$ cat config.mk
export PLATFORM = sky130hd
export DESIGN_NAME = i2c_xfer_seq_flat
export DESIGN_NICKNAME = d
export VERILOG_FILES = /design/src/rtl/i2c_xfer_seq_pkg.sv /design/src/rtl/i2c_xfer_seq_if.sv /design/src/rtl/i2c_xfer_seq.sv /design/src/flat_wrapper.sv
export SDC_FILE = /design/constraint.sdc
export NUM_CORES = 1
export LEC_CHECK = 0
export BUFFER_PORTS_ARGS = -buffer_cell sky130_fd_sc_hd__clkbuf_2
export CAP_MARGIN = 15
export CORE_MARGIN = 1
export CORE_UTILIZATION = 25
export CTS_BUF_LIST = sky130_fd_sc_hd__clkbuf_2
export DETAILED_ROUTE_END_ITERATION = 12
export GPL_ROUTABILITY_DRIVEN = 0
export HOLD_SLACK_MARGIN = 0.15
export SYNTH_ARGS = -nofsm -noshare
export SYNTH_HDL_FRONTEND = slang
export SYNTH_SLANG_ARGS = --single-unit
$ cat constraint.sdc
create_clock -name HCLK -period 2.8 [get_ports HCLK]
set_input_delay 0.28 -clock HCLK [delete_from_list [all_inputs] [get_ports HCLK]]
set_output_delay 0.28 -clock HCLK [all_outputs]
set_load 0.02 [all_outputs]
$ cat src/rtl/i2c_xfer_seq_pkg.sv
// Shared types for the I2C register-transfer sequencer.
// Holds the FSM state encoding, the read/write direction constants and the
// byte-controller command bundle.
package i2c_seq_pkg;

  typedef enum logic [3:0] {
    IDLE, ADDR, REG, WWAIT, WDATA, RADDR, RDATA, STOP, FIN
  } state_t;

  // Direction bit, also used as the LSB of the address byte on the wire
  localparam logic WR = 1'b0;
  localparam logic RD = 1'b1;

  typedef struct packed {
    logic start;
    logic stop;
    logic read;
    logic write;
    logic ack_in;
  } cmd_t;

endpackage

$ cat src/rtl/i2c_xfer_seq_if.sv
// Bundle of request, write-data, read-data, byte-controller and status signals.
// master = the sequencer, slave = the surrounding logic / byte controller.
// LEN_W must match the sequencer instance it is connected to.
interface i2c_xfer_seq_if #(
  parameter int LEN_W = 4
);
  logic             req_valid;
  logic             req_ready;
  logic [6:0]       req_addr;
  logic             req_rnw;
  logic [7:0]       req_reg;
  logic [LEN_W-1:0] req_len;

  logic [7:0]       wr_data;
  logic             wr_valid;
  logic             wr_ready;

  logic [7:0]       rd_data;
  logic             rd_valid;

  logic             bc_start;
  logic             bc_stop;
  logic             bc_read;
  logic             bc_write;
  logic             bc_ack_in;
  logic [7:0]       bc_din;
  logic             bc_cmd_ack;
  logic             bc_ack_out;
  logic             bc_al;
  logic [7:0]       bc_dout;

  logic             busy;
  logic             done;
  logic             err_nack;
  logic             err_al;

  modport master (
    input  req_valid, req_addr, req_rnw, req_reg, req_len,
    input  wr_data, wr_valid,
    input  bc_cmd_ack, bc_ack_out, bc_al, bc_dout,
    output req_ready, wr_ready, rd_data, rd_valid,
    output bc_start, bc_stop, bc_read, bc_write, bc_ack_in, bc_din,
    output busy, done, err_nack, err_al
  );

  modport slave (
    output req_valid, req_addr, req_rnw, req_reg, req_len,
    output wr_data, wr_valid,
    output bc_cmd_ack, bc_ack_out, bc_al, bc_dout,
    input  req_ready, wr_ready, rd_data, rd_valid,
    input  bc_start, bc_stop, bc_read, bc_write, bc_ack_in, bc_din,
    input  busy, done, err_nack, err_al
  );
endinterface

$ cat src/rtl/i2c_xfer_seq.sv
// I2C register read/write sequencer: expands one request into byte-controller commands.
// Latency: first command 2 cycles after acceptance; one idle cycle between commands.
// Backpressure: req_ready only in IDLE; wr_ready only in WWAIT; rd stream has none.
module i2c_xfer_seq #(
  parameter int LEN_W = 4
) (
  input logic            HCLK,
  input logic            HRESETn,
  i2c_xfer_seq_if.master bus
);
  import i2c_seq_pkg::*;

  state_t           state_q, state_d;
  logic [6:0]       addr_q;
  logic             rnw_q;
  logic [7:0]       reg_q;
  logic [LEN_W-1:0] cnt_q, cnt_d;
  cmd_t             cmd_q, cmd_d;
  logic [7:0]       din_q, din_d;
  logic [7:0]       rd_data_q, rd_data_d;
  logic             rd_valid_q, rd_valid_d;
  logic             nack_q, nack_d;
  logic             al_q, al_d;
  logic             ready_q;
  logic             accept;
  logic             issue;
  logic             last;

  // A command state drives its command once the previous command has been
  // cleared; an all-zero command register therefore means "not yet issued".
  assign issue = (cmd_q == '0);
  assign last  = (cnt_q == LEN_W'(1));

  // Next-state, command and status decode
  always_comb begin
    state_d    = state_q;
    cnt_d      = cnt_q;
    cmd_d      = cmd_q;
    din_d      = din_q;
    rd_data_d  = rd_data_q;
    rd_valid_d = 1'b0;
    nack_d     = nack_q;
    al_d       = al_q;
    accept     = 1'b0;
    unique case (state_q)
      IDLE: begin
        if (ready_q && bus.req_valid) begin
          accept  = 1'b1;
          cnt_d   = bus.req_len;
          al_d    = 1'b0;
          nack_d  = (bus.req_len == '0);
          state_d = (bus.req_len == '0) ? FIN : ADDR;
        end
      end
      ADDR: begin
        if (issue) begin
          cmd_d.start = 1'b1;
          cmd_d.write = 1'b1;
          din_d       = {addr_q, WR};
        end else if (bus.bc_cmd_ack) begin
          cmd_d = '0;
          if (bus.bc_ack_out) begin
            nack_d  = 1'b1;
            state_d = STOP;
          end else begin
            state_d = REG;
          end
        end
      end
      REG: begin
        if (issue) begin
          cmd_d.write = 1'b1;
          din_d       = reg_q;
        end else if (bus.bc_cmd_ack) begin
          cmd_d = '0;
          if (bus.bc_ack_out) begin
            nack_d  = 1'b1;
            state_d = STOP;
          end else begin
            state_d = (rnw_q == RD) ? RADDR : WWAIT;
          end
        end
      end
      WWAIT: begin
        if (bus.wr_valid) begin
          din_d   = bus.wr_data;
          state_d = WDATA;
        end
      end
      WDATA: begin
        if (issue) begin
          cmd_d.write = 1'b1;
          cmd_d.stop  = last;
        end else if (bus.bc_cmd_ack) begin
          cmd_d = '0;
          if (bus.bc_ack_out) begin
            nack_d  = 1'b1;
            state_d = STOP;
          end else begin
            if (cnt_q != '0) cnt_d = cnt_q - LEN_W'(1);
            state_d = last ? FIN : WWAIT;
          end
        end
      end
      RADDR: begin
        if (issue) begin
          cmd_d.start = 1'b1;
          cmd_d.write = 1'b1;
          din_d       = {addr_q, RD};
        end else if (bus.bc_cmd_ack) begin
          cmd_d = '0;
          if (bus.bc_ack_out) begin
            nack_d  = 1'b1;
            state_d = STOP;
          end else begin
            state_d = RDATA;
          end
        end
      end
      RDATA: begin
        // The master NACKs and stops on the final byte
        if (issue) begin
          cmd_d.read   = 1'b1;
          cmd_d.ack_in = last;
          cmd_d.stop   = last;
        end else if (bus.bc_cmd_ack) begin
          cmd_d      = '0;
          rd_valid_d = 1'b1;
          rd_data_d  = bus.bc_dout;
          if (cnt_q != '0) cnt_d = cnt_q - LEN_W'(1);
          if (last) state_d = FIN;
        end
      end
      STOP: begin
        if (issue) begin
          cmd_d.stop = 1'b1;
        end else if (bus.bc_cmd_ack) begin
          cmd_d   = '0;
          state_d = FIN;
        end
      end
      FIN:     state_d = IDLE;
      default: state_d = IDLE;
    endcase
    // Lost arbitration abandons the bus: no STOP, straight to completion
    if (bus.bc_al && state_q != IDLE && state_q != FIN) begin
      state_d    = FIN;
      cmd_d      = '0;
      rd_valid_d = 1'b0;
      al_d       = 1'b1;
    end
  end

  // Request field capture on acceptance
  always_ff @(posedge HCLK or negedge HRESETn) begin
    if (!HRESETn) begin
      addr_q <= '0;
      rnw_q  <= WR;
      reg_q  <= '0;
    end else if (accept) begin
      addr_q <= bus.req_addr;
      rnw_q  <= bus.req_rnw;
      reg_q  <= bus.req_reg;
    end
  end

  // State, counter, command and status registers
  always_ff @(posedge HCLK or negedge HRESETn) begin
    if (!HRESETn) begin
      state_q    <= IDLE;
      cnt_q      <= '0;
      cmd_q      <= '0;
      din_q      <= '0;
      rd_data_q  <= '0;
      rd_valid_q <= 1'b0;
      nack_q     <= 1'b0;
      al_q       <= 1'b0;
      ready_q    <= 1'b0;
    end else begin
      state_q    <= state_d;
      cnt_q      <= cnt_d;
      cmd_q      <= cmd_d;
      din_q      <= din_d;
      rd_data_q  <= rd_data_d;
      rd_valid_q <= rd_valid_d;
      nack_q     <= nack_d;
      al_q       <= al_d;
      ready_q    <= (state_d == IDLE);
    end
  end

  assign bus.req_ready = ready_q;
  assign bus.wr_ready  = (state_q == WWAIT);
  assign bus.rd_data   = rd_data_q;
  assign bus.rd_valid  = rd_valid_q;
  assign bus.bc_start  = cmd_q.start;
  assign bus.bc_stop   = cmd_q.stop;
  assign bus.bc_read   = cmd_q.read;
  assign bus.bc_write  = cmd_q.write;
  assign bus.bc_ack_in = cmd_q.ack_in;
  assign bus.bc_din    = din_q;
  assign bus.busy      = (state_q != IDLE);
  assign bus.done      = (state_q == FIN);
  assign bus.err_nack  = nack_q;
  assign bus.err_al    = al_q;

endmodule

$ cat src/flat_wrapper.sv
// flat-port wrapper written by rule: the top's interface ports become plain ports
module i2c_xfer_seq_flat import i2c_seq_pkg::*;
#(
  parameter int LEN_W = 4
)
  (HCLK, HRESETn, bus_req_valid, bus_req_addr, bus_req_rnw, bus_req_reg, bus_req_len, bus_wr_data, bus_wr_valid, bus_bc_cmd_ack, bus_bc_ack_out, bus_bc_al, bus_bc_dout, bus_req_ready, bus_wr_ready, bus_rd_data, bus_rd_valid, bus_bc_start, bus_bc_stop, bus_bc_read, bus_bc_write, bus_bc_ack_in, bus_bc_din, bus_busy, bus_done, bus_err_nack, bus_err_al);
  i2c_xfer_seq_if #(.LEN_W(LEN_W)) bus_i ();
  input logic HCLK;
  input logic HRESETn;
  input wire logic [$bits(bus_i.req_valid)-1:0] bus_req_valid;
  input wire logic [$bits(bus_i.req_addr)-1:0] bus_req_addr;
  input wire logic [$bits(bus_i.req_rnw)-1:0] bus_req_rnw;
  input wire logic [$bits(bus_i.req_reg)-1:0] bus_req_reg;
  input wire logic [$bits(bus_i.req_len)-1:0] bus_req_len;
  input wire logic [$bits(bus_i.wr_data)-1:0] bus_wr_data;
  input wire logic [$bits(bus_i.wr_valid)-1:0] bus_wr_valid;
  input wire logic [$bits(bus_i.bc_cmd_ack)-1:0] bus_bc_cmd_ack;
  input wire logic [$bits(bus_i.bc_ack_out)-1:0] bus_bc_ack_out;
  input wire logic [$bits(bus_i.bc_al)-1:0] bus_bc_al;
  input wire logic [$bits(bus_i.bc_dout)-1:0] bus_bc_dout;
  output wire logic [$bits(bus_i.req_ready)-1:0] bus_req_ready;
  output wire logic [$bits(bus_i.wr_ready)-1:0] bus_wr_ready;
  output wire logic [$bits(bus_i.rd_data)-1:0] bus_rd_data;
  output wire logic [$bits(bus_i.rd_valid)-1:0] bus_rd_valid;
  output wire logic [$bits(bus_i.bc_start)-1:0] bus_bc_start;
  output wire logic [$bits(bus_i.bc_stop)-1:0] bus_bc_stop;
  output wire logic [$bits(bus_i.bc_read)-1:0] bus_bc_read;
  output wire logic [$bits(bus_i.bc_write)-1:0] bus_bc_write;
  output wire logic [$bits(bus_i.bc_ack_in)-1:0] bus_bc_ack_in;
  output wire logic [$bits(bus_i.bc_din)-1:0] bus_bc_din;
  output wire logic [$bits(bus_i.busy)-1:0] bus_busy;
  output wire logic [$bits(bus_i.done)-1:0] bus_done;
  output wire logic [$bits(bus_i.err_nack)-1:0] bus_err_nack;
  output wire logic [$bits(bus_i.err_al)-1:0] bus_err_al;
  assign bus_i.req_valid = bus_req_valid;
  assign bus_i.req_addr = bus_req_addr;
  assign bus_i.req_rnw = bus_req_rnw;
  assign bus_i.req_reg = bus_req_reg;
  assign bus_i.req_len = bus_req_len;
  assign bus_i.wr_data = bus_wr_data;
  assign bus_i.wr_valid = bus_wr_valid;
  assign bus_i.bc_cmd_ack = bus_bc_cmd_ack;
  assign bus_i.bc_ack_out = bus_bc_ack_out;
  assign bus_i.bc_al = bus_bc_al;
  assign bus_i.bc_dout = bus_bc_dout;
  assign bus_req_ready = bus_i.req_ready;
  assign bus_wr_ready = bus_i.wr_ready;
  assign bus_rd_data = bus_i.rd_data;
  assign bus_rd_valid = bus_i.rd_valid;
  assign bus_bc_start = bus_i.bc_start;
  assign bus_bc_stop = bus_i.bc_stop;
  assign bus_bc_read = bus_i.bc_read;
  assign bus_bc_write = bus_i.bc_write;
  assign bus_bc_ack_in = bus_i.bc_ack_in;
  assign bus_bc_din = bus_i.bc_din;
  assign bus_busy = bus_i.busy;
  assign bus_done = bus_i.done;
  assign bus_err_nack = bus_i.err_nack;
  assign bus_err_al = bus_i.err_al;
  i2c_xfer_seq #(.LEN_W(LEN_W)) u_core (.HCLK(HCLK), .HRESETn(HRESETn), .bus(bus_i));
endmodule
==> impl_metrics.env <==
export IMPL_grt_setup_unrepaired="no"
export IMPL_fin_crit_sh=0.849
export IMPL_cts_max_level=2
export IMPL_post_cts_buffers=0
export IMPL_dr_wl_met2_um=3410
export IMPL_cts_hold_buf=29
export IMPL_max_vdd_ir_drop_uv=237
export IMPL_wl_per_cell_um=14.0
export IMPL_hp_class="input port to register"
export IMPL_drive_gt1_frac=0.305
export IMPL_synth_area_um2=2610
export IMPL_dp_cells=470
export IMPL_grt_pass1_vias=2344
export IMPL_finalSetupViolations=0
export IMPL_grt_pass1_wl_um=11900
export IMPL_synthTopCellsByArea="dfrtp_1, nand2_1, mux2_2, nor3b_1, a221o_1"
export IMPL_die_area_um2=10900
export IMPL_tns_ps=0
export IMPL_core_area_um2=9950
export IMPL_max_cap_violations=0
export IMPL_port_buffers=70
export IMPL_wl_um=7100
export IMPL_hold_violations=0
export IMPL_die_x_um=104
export IMPL_path_class="register to output port"
export IMPL_status="finished, final reports clean"
export IMPL_yosysSeqAreaShare=0.470
export IMPL_vias_per_cell=4.64
export IMPL_initial_utilization=0.262
export IMPL_arrival_ps=2100
export IMPL_antenna_found_initial=1
export IMPL_clk_latency_ps=430
export IMPL_hpwl_um=5080
export IMPL_nets=419
export IMPL_fmax_mhz=421
export IMPL_detail_route_first_pass_iterations=4
export IMPL_ys_ff_latch=49
export IMPL_vias=2359
export IMPL_io_pins=71
export IMPL_clock_skew_ps=24.7
export IMPL_cp_max_fo=14
export IMPL_overflow=0
export IMPL_crit_required_ps=2520
export IMPL_drt_iter0_drc=175
export IMPL_whs_ps=199
export IMPL_cts_tree="done"
export IMPL_syn_avg_cell_area_um2=9.53
export IMPL_cts_buffers=5
export IMPL_synthesis_nets=320
export IMPL_cts_root_buf="clkbuf_2"
export IMPL_grt_usage=0.138
export IMPL_rows=36
export IMPL_p_leak_nw=1.68
export IMPL_cts_num_sinks=49
export IMPL_area_growth_pct=33.8
export IMPL_yosysTopAreaCell="dfrtp_1"
export IMPL_cp_end_kind="output port"
export IMPL_antenna_left=0
export IMPL_clk_pin_slew_ps=260
export IMPL_drv_slew=0
export IMPL_yosysWarnings=0
export IMPL_clockBufferDepth=2
export IMPL_synth_edf_count=0
export IMPL_ctsResizeCount=0
export IMPL_p_per_area_nw_per_um2=859
export IMPL_synthDistinctLibCells=53
export IMPL_worst_setup_path_start_kind="register"
export IMPL_met1_length_um=3250
export IMPL_synth_flop_cell="dfrtp_1"
export IMPL_slew_headroom=0.556
export IMPL_fill_cells=1014
export IMPL_worst_pin_slew_ps=665
export IMPL_stdcell_count=508
export IMPL_maxUsedRoutingLayer="met4"
export IMPL_netlist_instances=274
export IMPL_async_reset_ff_frac=1.00
export IMPL_die_height_um=104
export IMPL_grt_max_degree=28
export IMPL_dr_wl_met3_um=369
export IMPL_synth_top_area_frac=0.470
export IMPL_drc=0
export IMPL_period_needed_ps=2380
-- Yosys cell counts (3+ instances only) --
| master | instances |
|---|---|
| nand2_1 | 61 |
| dfrtp_1 | 49 |
| mux2_2 | 18 |
| clkbuf_1 | 12 |
| nor2_1 | 12 |
| nor3b_1 | 10 |
| o21ai_0 | 10 |
| nor3_1 | 9 |
| a21oi_1 | 7 |
| a221o_1 | 7 |
| inv_1 | 7 |
| nand2b_1 | 6 |
| nor2b_1 | 5 |
| nand3_1 | 4 |
| a21o_1 | 3 |
| and2_1 | 3 |
| buf_2 | 3 |
| ha_1 | 3 |
-- worst max-delay path, stage by stage (launching register included) --
cell and delay, ps:
dfrtp_1 640, buf_4 280, nor4bb_2 340, buf_4 240
clkbuf_2 180
-- stage by stage --
step	instance area (um^2)	util	setup slack [ps]	total power, mW
floorplan	2610	-	604	2.17
global placement	3140	0.315	479	2.59
detailed placement	3140	0.315	431	2.62
CTS	3490	0.351	386	3.03
global route	3490	0.351	225	3.25
finish	3490	0.351	422	3.00
-- power by group --
| part | total, mW | leakage [nW] | internal (mW) | switching [mW] |
|---|---|---|---|---|
| logic | 1.43 | 1.01 | 0.615 | 0.814 |
| clock network | 0.380 | 0.0406 | 0.152 | 0.228 |
| registers | 1.19 | 0.629 | 0.975 | 0.217 |
-- metal layers --
metal / track usage / vias to the layer above
li1: - / 1176
met1: 0.187 / 1104
met2: 0.214 / 74
met3: 0.0288 / 5
met4: 0.0520 / 0
met5: 0 / -
-- final timing paths --
path	startpoint	to	slack [ps]	cells past startpoint
worst min register to register	u_core.reg_q[3]$_DFFE_PN0P_	u_core.reg_q[3]$_DFFE_PN0P_	500	2
worst max register to register	u_core.bus.bc_write$_DFFE_PN0P_	u_core.bus.bc_din[5]$_DFFE_PN0P_	430	5
worst min-delay path	bus_req_len[3]	u_core.cnt_q[3]$_DFFE_PN0P_	200	4
worst max-delay path	u_core.state_q[0]$_DFF_PN0_	bus_wr_ready	420	4
min in group asynchronous	HRESETn	u_core.bus.bc_read$_DFFE_PN0P_	360	2
max in group asynchronous	HRESETn	u_core.reg_q[3]$_DFFE_PN0P_	1650	3
-- cell families (layout without fill, tap and decap cells) --
kind of cell	after synthesis	count (layout)	synth area share
AOI/OAI and AO/OA	57	57	0.168
adders and majority gates	3	3	0.0144
buffers and inverters	23	123	0.0345
DFF	49	49	0.470
muxes	19	19	0.0815
other	0	1	0
and+or+nand+nor	123	123	0.232
-- flip-flops by register name, summed over array words and instances, names as in the netlist --
register / flops
u_core.bus.req_ready: 1
u_core.bus.bc_start: 1
u_core.reg_q: 8
u_core.state_q: 4
u_core.bus.bc_stop: 1
u_core.bus.rd_data: 8
u_core.bus.bc_write: 1
u_core.bus.err_al: 1
u_core.cnt_q: 4
u_core.addr_q: 7
u_core.rnw_q: 1
u_core.bus.err_nack: 1
u_core.bus.bc_read: 1
u_core.bus.bc_ack_in: 1
u_core.bus.bc_din: 8
u_core.bus.rd_valid: 1
-- area by class of cell --
type                            instances  area (um^2)  share of cell area
Clock inverter                          2         33.8             0.00967
Inverter                                7         26.3             0.00752
Sequential cell                        49         1230               0.351
Antenna cell                            1         2.50            0.000716
Tap cell                              133          166              0.0476
Multi-Input combinational cell        202         1300               0.372
Clock buffer                            6         30.0             0.00859
Timing Repair Buffer                  108          708               0.203
-- cell usage in the layout (no fill, tap or decap), drive strengths merged, types with 3 or more instances in the layout --
cell	n
clkbuf	76
a22oi	3
and2	3
nand2b	6
a21oi	7
dfrtp	49
mux2	18
o21ai	12
a21o	3
nor2	13
nand3	4
or4	3
ha	3
nor3b	10
inv	7
nor3	9
buf	9
nand2	61
nor2b	5
a221o	7
dlygate4sd3	29
Note: power is estimated with default switching activity, not from simulation.
